### src/rtl/ss_mux_driver.sv
// Four-digit common-anode seven-segment scanner with dead-time blanking and PWM dimming.
// Optional build macro SS_LEADING_ZERO_BLANK_EN blanks a leading zero on digit 3.
module ss_mux_driver #(
   parameter int REFRESH_DIV = 50000,
   parameter int DEAD_CYCLES = 16
) (
   input  logic       Clk_100M,
   input  logic       Reset,
   input  logic [3:0] Digit3,
   input  logic [3:0] Digit2,
   input  logic [3:0] Digit1,
   input  logic [3:0] Digit0,
   input  logic [3:0] Dp,
   input  logic [7:0] Brightness,
   output logic [3:0] SegmentDrivers,
   output logic [7:0] SevenSegment
);

   localparam int SLOT_W = (REFRESH_DIV > 1) ? $clog2(REFRESH_DIV) : 1;
   localparam logic [SLOT_W-1:0] SLOT_LAST = SLOT_W'(REFRESH_DIV - 1);
   localparam logic [SLOT_W-1:0] DEAD_END  = SLOT_W'(DEAD_CYCLES);

   logic [SLOT_W-1:0] slot_q, slot_d;
   logic [1:0]        idx_q, idx_d;
   logic [7:0]        pwm_q, pwm_d;
   logic [3:0]        lat_dig_q, lat_dig_d;
   logic              lat_dp_q, lat_dp_d;
   logic [7:0]        lat_br_q, lat_br_d;
   logic [3:0]        drv_q, drv_d;
   logic [7:0]        seg_q, seg_d;

   logic [3:0][3:0]   digits_w;
   logic [3:0]        sel_w;
   logic [6:0]        dec_w;
   logic              slot_last_w;
   logic              en_w;

   assign digits_w = {Digit3, Digit2, Digit1, Digit0};

   for (genvar gi = 0; gi < 4; gi++) begin : g_sel
      assign sel_w[gi] = (idx_q == 2'(gi));
   end

   // Active-low {g..a}; non-BCD codes stay dark.
   always_comb begin
      dec_w = 7'h7F;
      case (lat_dig_q)
         4'd0: dec_w = 7'h40;
         4'd1: dec_w = 7'h79;
         4'd2: dec_w = 7'h24;
         4'd3: dec_w = 7'h30;
         4'd4: dec_w = 7'h19;
         4'd5: dec_w = 7'h12;
         4'd6: dec_w = 7'h02;
         4'd7: dec_w = 7'h78;
         4'd8: dec_w = 7'h00;
         4'd9: dec_w = 7'h10;
         default: dec_w = 7'h7F;
      endcase
`ifdef SS_LEADING_ZERO_BLANK_EN
      if (idx_q == 2'd3 && lat_dig_q == 4'd0) begin
         dec_w = 7'h7F;
      end
`endif
   end

   assign slot_last_w = (slot_q == SLOT_LAST);
   assign en_w        = (slot_q >= DEAD_END) && (pwm_q < lat_br_q);

   always_comb begin
      slot_d    = slot_last_w ? '0 : slot_q + SLOT_W'(1);
      idx_d     = slot_last_w ? idx_q + 2'd1 : idx_q;
      pwm_d     = pwm_q + 8'd1;
      lat_dig_d = lat_dig_q;
      lat_dp_d  = lat_dp_q;
      lat_br_d  = lat_br_q;
      // Snapshot the slot's inputs once so mid-slot changes cannot tear the display.
      if (slot_q == '0) begin
         lat_dig_d = digits_w[idx_q];
         lat_dp_d  = Dp[idx_q];
         lat_br_d  = Brightness;
      end
      drv_d = 4'hF;
      seg_d = 8'hFF;
      if (en_w) begin
         drv_d = ~sel_w;
         seg_d = {~lat_dp_q, dec_w};
      end
   end

   always_ff @(posedge Clk_100M) begin
      if (Reset) begin
         slot_q    <= '0;
         idx_q     <= 2'd0;
         pwm_q     <= 8'd0;
         lat_dig_q <= 4'hF;
         lat_dp_q  <= 1'b0;
         lat_br_q  <= 8'd0;
         drv_q     <= 4'hF;
         seg_q     <= 8'hFF;
      end else begin
         slot_q    <= slot_d;
         idx_q     <= idx_d;
         pwm_q     <= pwm_d;
         lat_dig_q <= lat_dig_d;
         lat_dp_q  <= lat_dp_d;
         lat_br_q  <= lat_br_d;
         drv_q     <= drv_d;
         seg_q     <= seg_d;
      end
   end

   assign SegmentDrivers = drv_q;
   assign SevenSegment   = seg_q;

endmodule

### config.mk
export PLATFORM = sky130hd
export DESIGN_NAME = ss_mux_driver
export DESIGN_NICKNAME = d
export VERILOG_FILES = /design/src/rtl/ss_mux_driver.sv
export SDC_FILE = /design/constraint.sdc
export NUM_CORES = 1
export LEC_CHECK = 0
export BUFFER_PORTS_ARGS = -buffer_cell sky130_fd_sc_hd__buf_4
export CAP_MARGIN = 15
export CORE_UTILIZATION = 60
export DETAILED_ROUTE_END_ITERATION = 8
export PLACE_DENSITY_LB_ADDON = 0.1
export SLEW_MARGIN = 20
export SYNTH_ARGS = -nofsm -noshare
export SYNTH_HDL_FRONTEND = slang
export SYNTH_SLANG_ARGS = --single-unit
### constraint.sdc
create_clock -name Clk_100M -period 6.02 [get_ports Clk_100M]
set_input_delay 0.301 -clock Clk_100M [delete_from_list [all_inputs] [get_ports Clk_100M]]
set_output_delay 0.301 -clock Clk_100M [all_outputs]
set_load 0.1 [all_outputs]
==> implementation parameters, run 1 <==
Parameter                              Value

Status
  Run status    finished clean

Power and ir drop
  Max IR drop VDD    0.180 mV
  Static Leakage    1.17 nW
  P per Cell Area    225 mW/mm2

Global routing
  Overflow left after global routing    0
  Met3 Usage GRT    6.03%
  Via count of the first global-routing pass    1839
  GR met1 Demand/Resource    29.1%
  Global-route wire length before repair    7970 um
  Global Route met2 Usage    41.6%
  Number of antenna violations at the first check in global routing    0
  Global router's overall resource usage    24.2%
  Most Crowded Layer GR    met2
  Largest net degree at the start of global routing    27

Drt
  Initial drt markers    112
  First-pass DRT Iterations    5
  Vias per cell    5.47
  Via count    1892
  Remaining routing DRC violations    0
  Number of nets with antenna violations after routing    0
  Final Routed Wirelength    4570 um
  Post-DR wirelength/cell    13.2 um

Placement
  HPWL after DPL    3330 um
  Input/output buffers    41
  Placed instance count    338
  Routability congestion estimate from global placement    0.799
  Worst Setup Slack post-DPL    3.57 ns
  Area of placed instances    0.00280 mm2

Critical path
  FF-to-FF setup slack    3.77 ns
  Worst-case reg-to-reg path depth    5
  Worst EP required    6.22 ns
  Startpoint-to-endpoint class of the critical path    flop to flop
  Crit Reg-Reg Startpoint    slot_q[10]$_SDFF_PP0_
  Element type at the critical path start    flop
  Type of element capturing the critical path    flop
  Largest driver fanout on the critical path    11
  Capturing element of the worst setup path    lat_dig_q[3]$_SDFFE_PP1N_
  Worst Setup SP    slot_q[10]$_SDFF_PP0_
  Data arrival time of the critical path    2.45 ns
  Reg2Reg Capture Point    lat_dig_q[3]$_SDFFE_PP1N_

Clock tree
  Sink count of the clock tree    51
  CTS tree    yes
  Number of H-tree branching levels    2
  Number of buffers on the longest clock path    2
  Resized cells post-CTS    0
  Clock insertion delay at the later pin of the skew report    0.31 ns
  Number of buffers added to fix hold violations after cts    0
  Clock Pin Slew Worst Setup and Hold Paths    0.09 ns
  Clock root buffer master    sky130_fd_sc_hd__clkbuf_8
  Post-CTS setup-driven buffer insertion count    0
  Inserted Clock Buffers    5

STA
  Final Slew Violations    0
  Minimum clock period    2.25 ns
  Number of endpoints failing setup at the final stage    0
  Worst Slack Setup Final    3.77 ns
  Max transition margin    39.2%
  Hold Fails Final Rpt    0
  Worst slack on hold paths    0.222 ns
  Share of the cycle needed by the critical path after routing    37.4%
  Least-Margin Pin Slew    0.908 ns
  Max frequency    444 MHz
  Post-route setup TNS    0 ns
  Skew final    0.00811 ns
  Setup repair after global routing missed its margin    no

Die
  Top-level port count    42
  Area of the core    0.00380 mm2
  Die footprint    0.00439 mm2
  Die Y-Extent    66.3 um
  Total number of placement rows    22
  Horizontal die dimension    66.3 um
  Effective utilization at floorplan    65.2%

Logic synthesis
  Total number of yosys warnings    0
  Post-synth design cell area    0.00248 mm2
  Synth unique cells    34
  Post-Syn Area per Cell    9.57 um2
  Number of synthesized register bits    51
  Portion of the post-synthesis area used by sequential elements    41.2%
  Synthesized net count    308
  Instance count of the mapped netlist    259

Hold path
  Min-Delay Path Class    primary input to flop

Finish
  Final non-filler cell area    0.00289 mm2
  Net count of the finished layout    347
  N_diodes    0
  Share of layout cells above drive strength 1    23.5%
  Relative area change from synthesis to final layout    16.8%
  Final standard cell count with taps included and fillers excluded    346

Flow run
  Maximum Capacitance Violations    0
final cells by class:
type	count	area, um2
multi-input combinational	178	1330
sequential	51	1020
fill	277	905
timing repair buffer	43	327
clock buffer	6	82.6
inverter	19	71.3
tap	48	60.1
clock inverter	1	5.00
Yosys cell counts:
cell type,instances,area [um2]
sky130_fd_sc_hd__nor4_4,1,21.3
sky130_fd_sc_hd__o21bai_4,1,18.8
sky130_fd_sc_hd__nand2b_1,2,12.5
sky130_fd_sc_hd__clkbuf_1,8,30.0
sky130_fd_sc_hd__buf_2,1,5.00
sky130_fd_sc_hd__nor3b_1,1,7.51
sky130_fd_sc_hd__nor2_1,36,135
sky130_fd_sc_hd__mux4_2,5,113
sky130_fd_sc_hd__nand2_1,4,15.0
sky130_fd_sc_hd__buf_6,2,22.5
sky130_fd_sc_hd__nand3_1,18,90.1
sky130_fd_sc_hd__o31ai_1,1,7.51
sky130_fd_sc_hd__o21bai_1,1,7.51
sky130_fd_sc_hd__ha_1,19,238
sky130_fd_sc_hd__o2111ai_1,2,17.5
sky130_fd_sc_hd__dfxtp_1,51,1020
sky130_fd_sc_hd__or3_1,2,12.5
sky130_fd_sc_hd__nor4_1,5,31.3
sky130_fd_sc_hd__a21oi_1,2,10.0
sky130_fd_sc_hd__nor2_2,10,62.6
sky130_fd_sc_hd__inv_1,19,71.3
sky130_fd_sc_hd__and3_1,4,25.0
sky130_fd_sc_hd__a211o_1,5,43.8
sky130_fd_sc_hd__o21ai_0,7,35.0
sky130_fd_sc_hd__mux2i_1,9,90.1
sky130_fd_sc_hd__xor2_1,5,43.8
sky130_fd_sc_hd__a31oi_1,1,6.26
sky130_fd_sc_hd__or4_4,3,33.8
sky130_fd_sc_hd__xnor2_1,15,131
sky130_fd_sc_hd__nand4_1,10,62.6
sky130_fd_sc_hd__nor3_1,4,20.0
sky130_fd_sc_hd__nor2b_1,3,18.8
sky130_fd_sc_hd__or4b_1,1,10.0
sky130_fd_sc_hd__a211oi_1,1,7.51
sequential cells by signal, summed over array words and instances, names as in the netlist:
| name | count |
|---|---|
| slot_q | 16 |
| SevenSegment | 8 |
| lat_br_q | 8 |
| pwm_q | 8 |
| SegmentDrivers | 4 |
| lat_dig_q | 4 |
| idx_q | 2 |
| lat_dp_q | 1 |
cells in the final DEF (no fill, tap or decap), drive strengths merged:
cell     instances
nor3b            1
buf             43
clkbuf           6
nand4           10
o31ai            1
nor2b            3
xnor2           15
ha              19
nor2            46
o21ai            7
a211oi           1
nand2b           2
o2111ai          2
a21oi            2
or4              3
mux2i            9
o21bai           2
a211o            5
nand3           18
dfxtp           51
xor2             5
or3              2
nor4             6
nand2            4
a31oi            1
clkinv           1
inv             19
and3             4
mux4             5
or4b             1
nor3             4
through the flow:
step / total power [mW] / utilization [%]
after floorplan: 0.430 / -
after global placement: 0.455 / 73.6
after detailed placement: 0.459 / 73.6
after CTS: 0.657 / 75.9
after global routing: 0.685 / 76.2
final: 0.652 / 76.2
how the worst min path moves through the flow:
| stage | start | endpoint | slack (ns) | depth (start not counted) |
|---|---|---|---|---|
| after global placement | lat_dp_q$_SDFFE_PP0N_ | SevenSegment[7]$_SDFF_PP1_ | 0.38 | 1 |
| after floorplan | lat_dp_q$_SDFFE_PP0N_ | SevenSegment[7]$_SDFF_PP1_ | 0.37 | 1 |
| after detailed placement | lat_dp_q$_SDFFE_PP0N_ | SevenSegment[7]$_SDFF_PP1_ | 0.39 | 1 |
| after CTS | Brightness[0] | lat_br_q[0]$_SDFFE_PP0N_ | 0.22 | 3 |
| after global routing | Brightness[0] | lat_br_q[0]$_SDFFE_PP0N_ | 0.22 | 3 |
| final | Brightness[0] | lat_br_q[0]$_SDFFE_PP0N_ | 0.22 | 3 |
critical path, cell delays in order, from the launching register on:
cell	delay, ns
sky130_fd_sc_hd__dfxtp_1	0.35
sky130_fd_sc_hd__or4_4	0.58
sky130_fd_sc_hd__nor4_4	0.65
sky130_fd_sc_hd__buf_6	0.24
sky130_fd_sc_hd__nor2b_1	0.06
sky130_fd_sc_hd__a211o_1	0.26
layer usage:
metal  share of wire, %  wire length, um
met5                  0                0
met2                 48             2170
met3                4.6              210
met4               0.99               45
met1                 47             2140
kinds of logic after synthesis:
kind of cell             share of synthesized area, %
AND/OR/NAND/NOR                                  22.5
flip-flops                                       41.2
buffers and inverters                            5.20
AO/OA/AOI/OAI                                    6.21
XOR/XNOR                                         7.07
adder cells (fa/ha/maj)                          9.60
multiplexers                                     8.18
power by group:
group	leakage, nW	internal (mW)	switching [mW]
combinational	0.712	0.0460	0.0456
sequential	0.415	0.350	0.0118
clock	0.0470	0.0903	0.109
total	1.17	0.486	0.166
(Power assumes the default switching activity.)
==> run 2: changes to the inputs <==
--- a/config.mk
+++ b/config.mk
@@ -7,7 +7,7 @@
 export LEC_CHECK = 0
 export BUFFER_PORTS_ARGS = -buffer_cell sky130_fd_sc_hd__buf_4
 export CAP_MARGIN = 15
-export CORE_UTILIZATION = 60
+export CORE_UTILIZATION = 50
 export DETAILED_ROUTE_END_ITERATION = 8
 export PLACE_DENSITY_LB_ADDON = 0.1
 export SLEW_MARGIN = 20
==> constraint.sdc (replaced) <==
create_clock -name Clk_100M -period 2 [get_ports Clk_100M]
set_input_delay 0.1 -clock Clk_100M [delete_from_list [all_inputs] [get_ports Clk_100M]]
set_output_delay 0.1 -clock Clk_100M [all_outputs]
set_load 0.1 [all_outputs]
==> run 2 against run 1 <==
Wire length up 3.9%. Flip-flop and latch count is the same. Cell count grew 9.5%. Non-clock buffer count is 13 higher. Worst setup slack worse by 3.7 ns. Via count fell by 0.21%. Combinational power grew to 3.2 times the previous value. Register-to-register slack worse by 3.7 ns. First-iteration DRC count is 14% lower. Die area rose by 19%. Sequential power rose to 3.0 times the previous value. Critical path type unchanged.
==> implementation parameters, run 2 (same netlist as run 1, synthesis figures left out) <==
Parameter                              Value

Die
  Effective utilization at floorplan    52.1% (-13 points)
  Horizontal die dimension    72.4 um (+9.3%)
  Top-level port count    42 (unchanged)
  Die footprint    0.00524 mm2 (+19%)
  Die Y-Extent    72.4 um (+9.3%)
  Area of the core    0.00475 mm2 (+25%)
  Total number of placement rows    25 (+14%)

Clock tree
  Resized cells post-CTS    0 (unchanged)
  Clock root buffer master    sky130_fd_sc_hd__clkbuf_8
  Number of buffers on the longest clock path    2 (unchanged)
  Clock insertion delay at the later pin of the skew report    0.29 ns (-0.02 ns)
  Sink count of the clock tree    51 (unchanged)
  Inserted Clock Buffers    5 (unchanged)
  Number of buffers added to fix hold violations after cts    0 (unchanged)
  Post-CTS setup-driven buffer insertion count    0 (unchanged)
  Clock Pin Slew Worst Setup and Hold Paths    0.09 ns (about the same)
  CTS tree    yes
  Number of H-tree branching levels    2 (unchanged)

Placement
  Routability congestion estimate from global placement    0.798 (-0.19%)
  HPWL after DPL    3540 um (+6.2%)
  Area of placed instances    0.00294 mm2 (+5.2%)
  Input/output buffers    41 (unchanged)

Power and ir drop
  P per Cell Area    655 mW/mm2 (+190%)
  Max IR drop VDD    0.490 mV (+170%)
  Clock network fraction of total power    31.3% (+0.8 points)
  Power, Total    2.01 mW (+210%)
  Logic pwr share    14.7% (+0.7 points)
  Switching share of power    24.3% (-1.1 points)
  Static Leakage    1.26 nW (+7.3%)
  Internal power of the cells    1.52 mW (+210%)
  Sequential fraction of design power    53.9% (-1.5 points)
  Power dissipated by switching net loads    0.490 mW (+200%)

Finish
  N_diodes    0 (unchanged)
  Relative area change from synthesis to final layout    24.0%
  Largest register FFs    16 (unchanged)
  Share of layout cells above drive strength 1    26.9% (+3.4 points)
  Reg area    0.00102 mm2 (unchanged)
  Commonest cells after routing, fill and taps aside    sky130_fd_sc_hd__buf_4, sky130_fd_sc_hd__dfxtp_1, sky130_fd_sc_hd__nor2_1, sky130_fd_sc_hd__inv_1, sky130_fd_sc_hd__ha_1
  Number of fillers in the final layout    421 (+52%)
  Most common cell after layout, fill and taps aside    sky130_fd_sc_hd__buf_4
  Final non-filler cell area    0.00307 mm2 (+6.1%)
  Combined area of the multi-input logic cells    0.00133 mm2 (+0.38%)
  Largest Register    slot_q
  Net count of the finished layout    360 (+3.7%)

STA
  Final Slew Violations    0 (unchanged)
  Max transition margin    59.4% (+20 points)
  Number of endpoints failing setup at the final stage    0 (unchanged)
  Hold Fails Final Rpt    0 (unchanged)
  Max frequency    521 MHz (+17%)
  Worst slack on hold paths    0.0355 ns (-0.187 ns)
  Setup repair after global routing missed its margin    no
  Least-Margin Pin Slew    0.603 ns (-0.305 ns)
  Post-route setup TNS    0 ns (unchanged)
  Share of the cycle needed by the critical path after routing    96.0% (+59 points)
  Skew final    0.00719 ns (-0.000921 ns)
  Minimum clock period    1.92 ns (-0.330 ns)

Drt
  Remaining routing DRC violations    0 (unchanged)
  Via count    1888 (-0.21%)
  First-pass DRT Iterations    4 (-1)
  Initial drt markers    96 (-14%)
  Post-DR wirelength/cell    12.5 um (-5.2%)
  Final Routed Wirelength    4740 um (+3.9%)
  Number of nets with antenna violations after routing    0 (unchanged)
  Vias per cell    4.98 (-8.9%)

Critical path
  Type of element capturing the critical path    flop
  Element type at the critical path start    flop
  Largest stage delay, worst path    0.55 ns (-0.10 ns)
  Worst path cell trace    or4_4 -> or4_4 -> o21bai_4 -> clkbuf_16 -> nor2_2
  Kind of cell adding the most delay to the critical path    simple AND/OR/NAND/NOR gates
  Most used cell along the critical path    sky130_fd_sc_hd__or4_4
  CP bufs+invs    1 (unchanged)
  Worst EP required    2.19 ns (-4.03 ns)
  Startpoint-to-endpoint class of the critical path    flop to flop
  Largest driver fanout on the critical path    7 (-4)
  Data arrival time of the critical path    2.11 ns (-0.34 ns)
  Worst path slowest cell    sky130_fd_sc_hd__or4_4

Flow run
  Maximum Capacitance Violations    0 (unchanged)

Global routing
  Overflow left after global routing    0 (unchanged)
  Global router's overall resource usage    19.5% (-4.7 points)
  Via count of the first global-routing pass    1772 (-3.6%)
  Global-route wire length before repair    7970 um (unchanged)
  Number of antenna violations at the first check in global routing    0 (unchanged)
  Largest net degree at the start of global routing    27 (unchanged)

Hold path
  Min-Delay Path Class    primary input to flop

Status
  Run status    finished clean
## run 2: power by group through the flow
stage               clock network [mW]  registers, mW  logic (mW)
global placement                     0           1.11       0.288
finish                           0.631           1.09       0.297
detailed placement                   0           1.11       0.293
floorplan                            0           1.10       0.193
global route                     0.693           1.09       0.333
CTS                              0.657           1.09       0.295
## run 2: per-stage QoR
stage          util [%]  setup slack (ns)  instances
6_report           64.6            0.0790        379
5_1_grt            64.6            0.0349        379
4_1_cts            64.0            0.0302        378
3_5_place_dp       61.9            0.0497        370
3_3_place_gp       61.9            0.0945        370
2_1_floorplan         -            0.0460        259
## run 2: path summary, 6_finish.rpt
kind | from | to | slack [ns] | cells after the start
setup / recovery | slot_q[7]$_SDFF_PP0_ | slot_q[7]$_SDFF_PP0_ | 0.08 | 5
hold / removal | Brightness[5] | lat_br_q[5]$_SDFFE_PP0N_ | 0.04 | 3
setup reg to reg | slot_q[7]$_SDFF_PP0_ | slot_q[7]$_SDFF_PP0_ | 0.08 | 5
hold reg to reg | lat_dp_q$_SDFFE_PP0N_ | SevenSegment[7]$_SDFF_PP1_ | 0.41 | 1
## run 2: per-layer routing
metal / GRT usage (%) / wire [um] / up-vias
met2: 31.6 / 2150 / 30
met5: 0 / 0 / -
li1: - / - / 997
met3: 3.06 / 145 / 5
met4: 5.66 / 48 / 0
met1: 26.8 / 2400 / 856
## run 2: worst register-to-register path, cell delays in order, from the launching register on
cell                        delay [ns]
sky130_fd_sc_hd__dfxtp_1          0.34
sky130_fd_sc_hd__or4_4            0.55
sky130_fd_sc_hd__or4_4            0.47
sky130_fd_sc_hd__o21bai_4         0.23
sky130_fd_sc_hd__clkbuf_16        0.19
sky130_fd_sc_hd__nor2_2           0.04
## run 2: area by class of cell
cell class | count | share of cell area (%)
clock buffer | 8 | 3.26
inverter | 19 | 2.32
multi-input combinational | 178 | 43.4
sequential | 51 | 33.2
tap | 67 | 2.73
timing repair buffer | 56 | 15.1
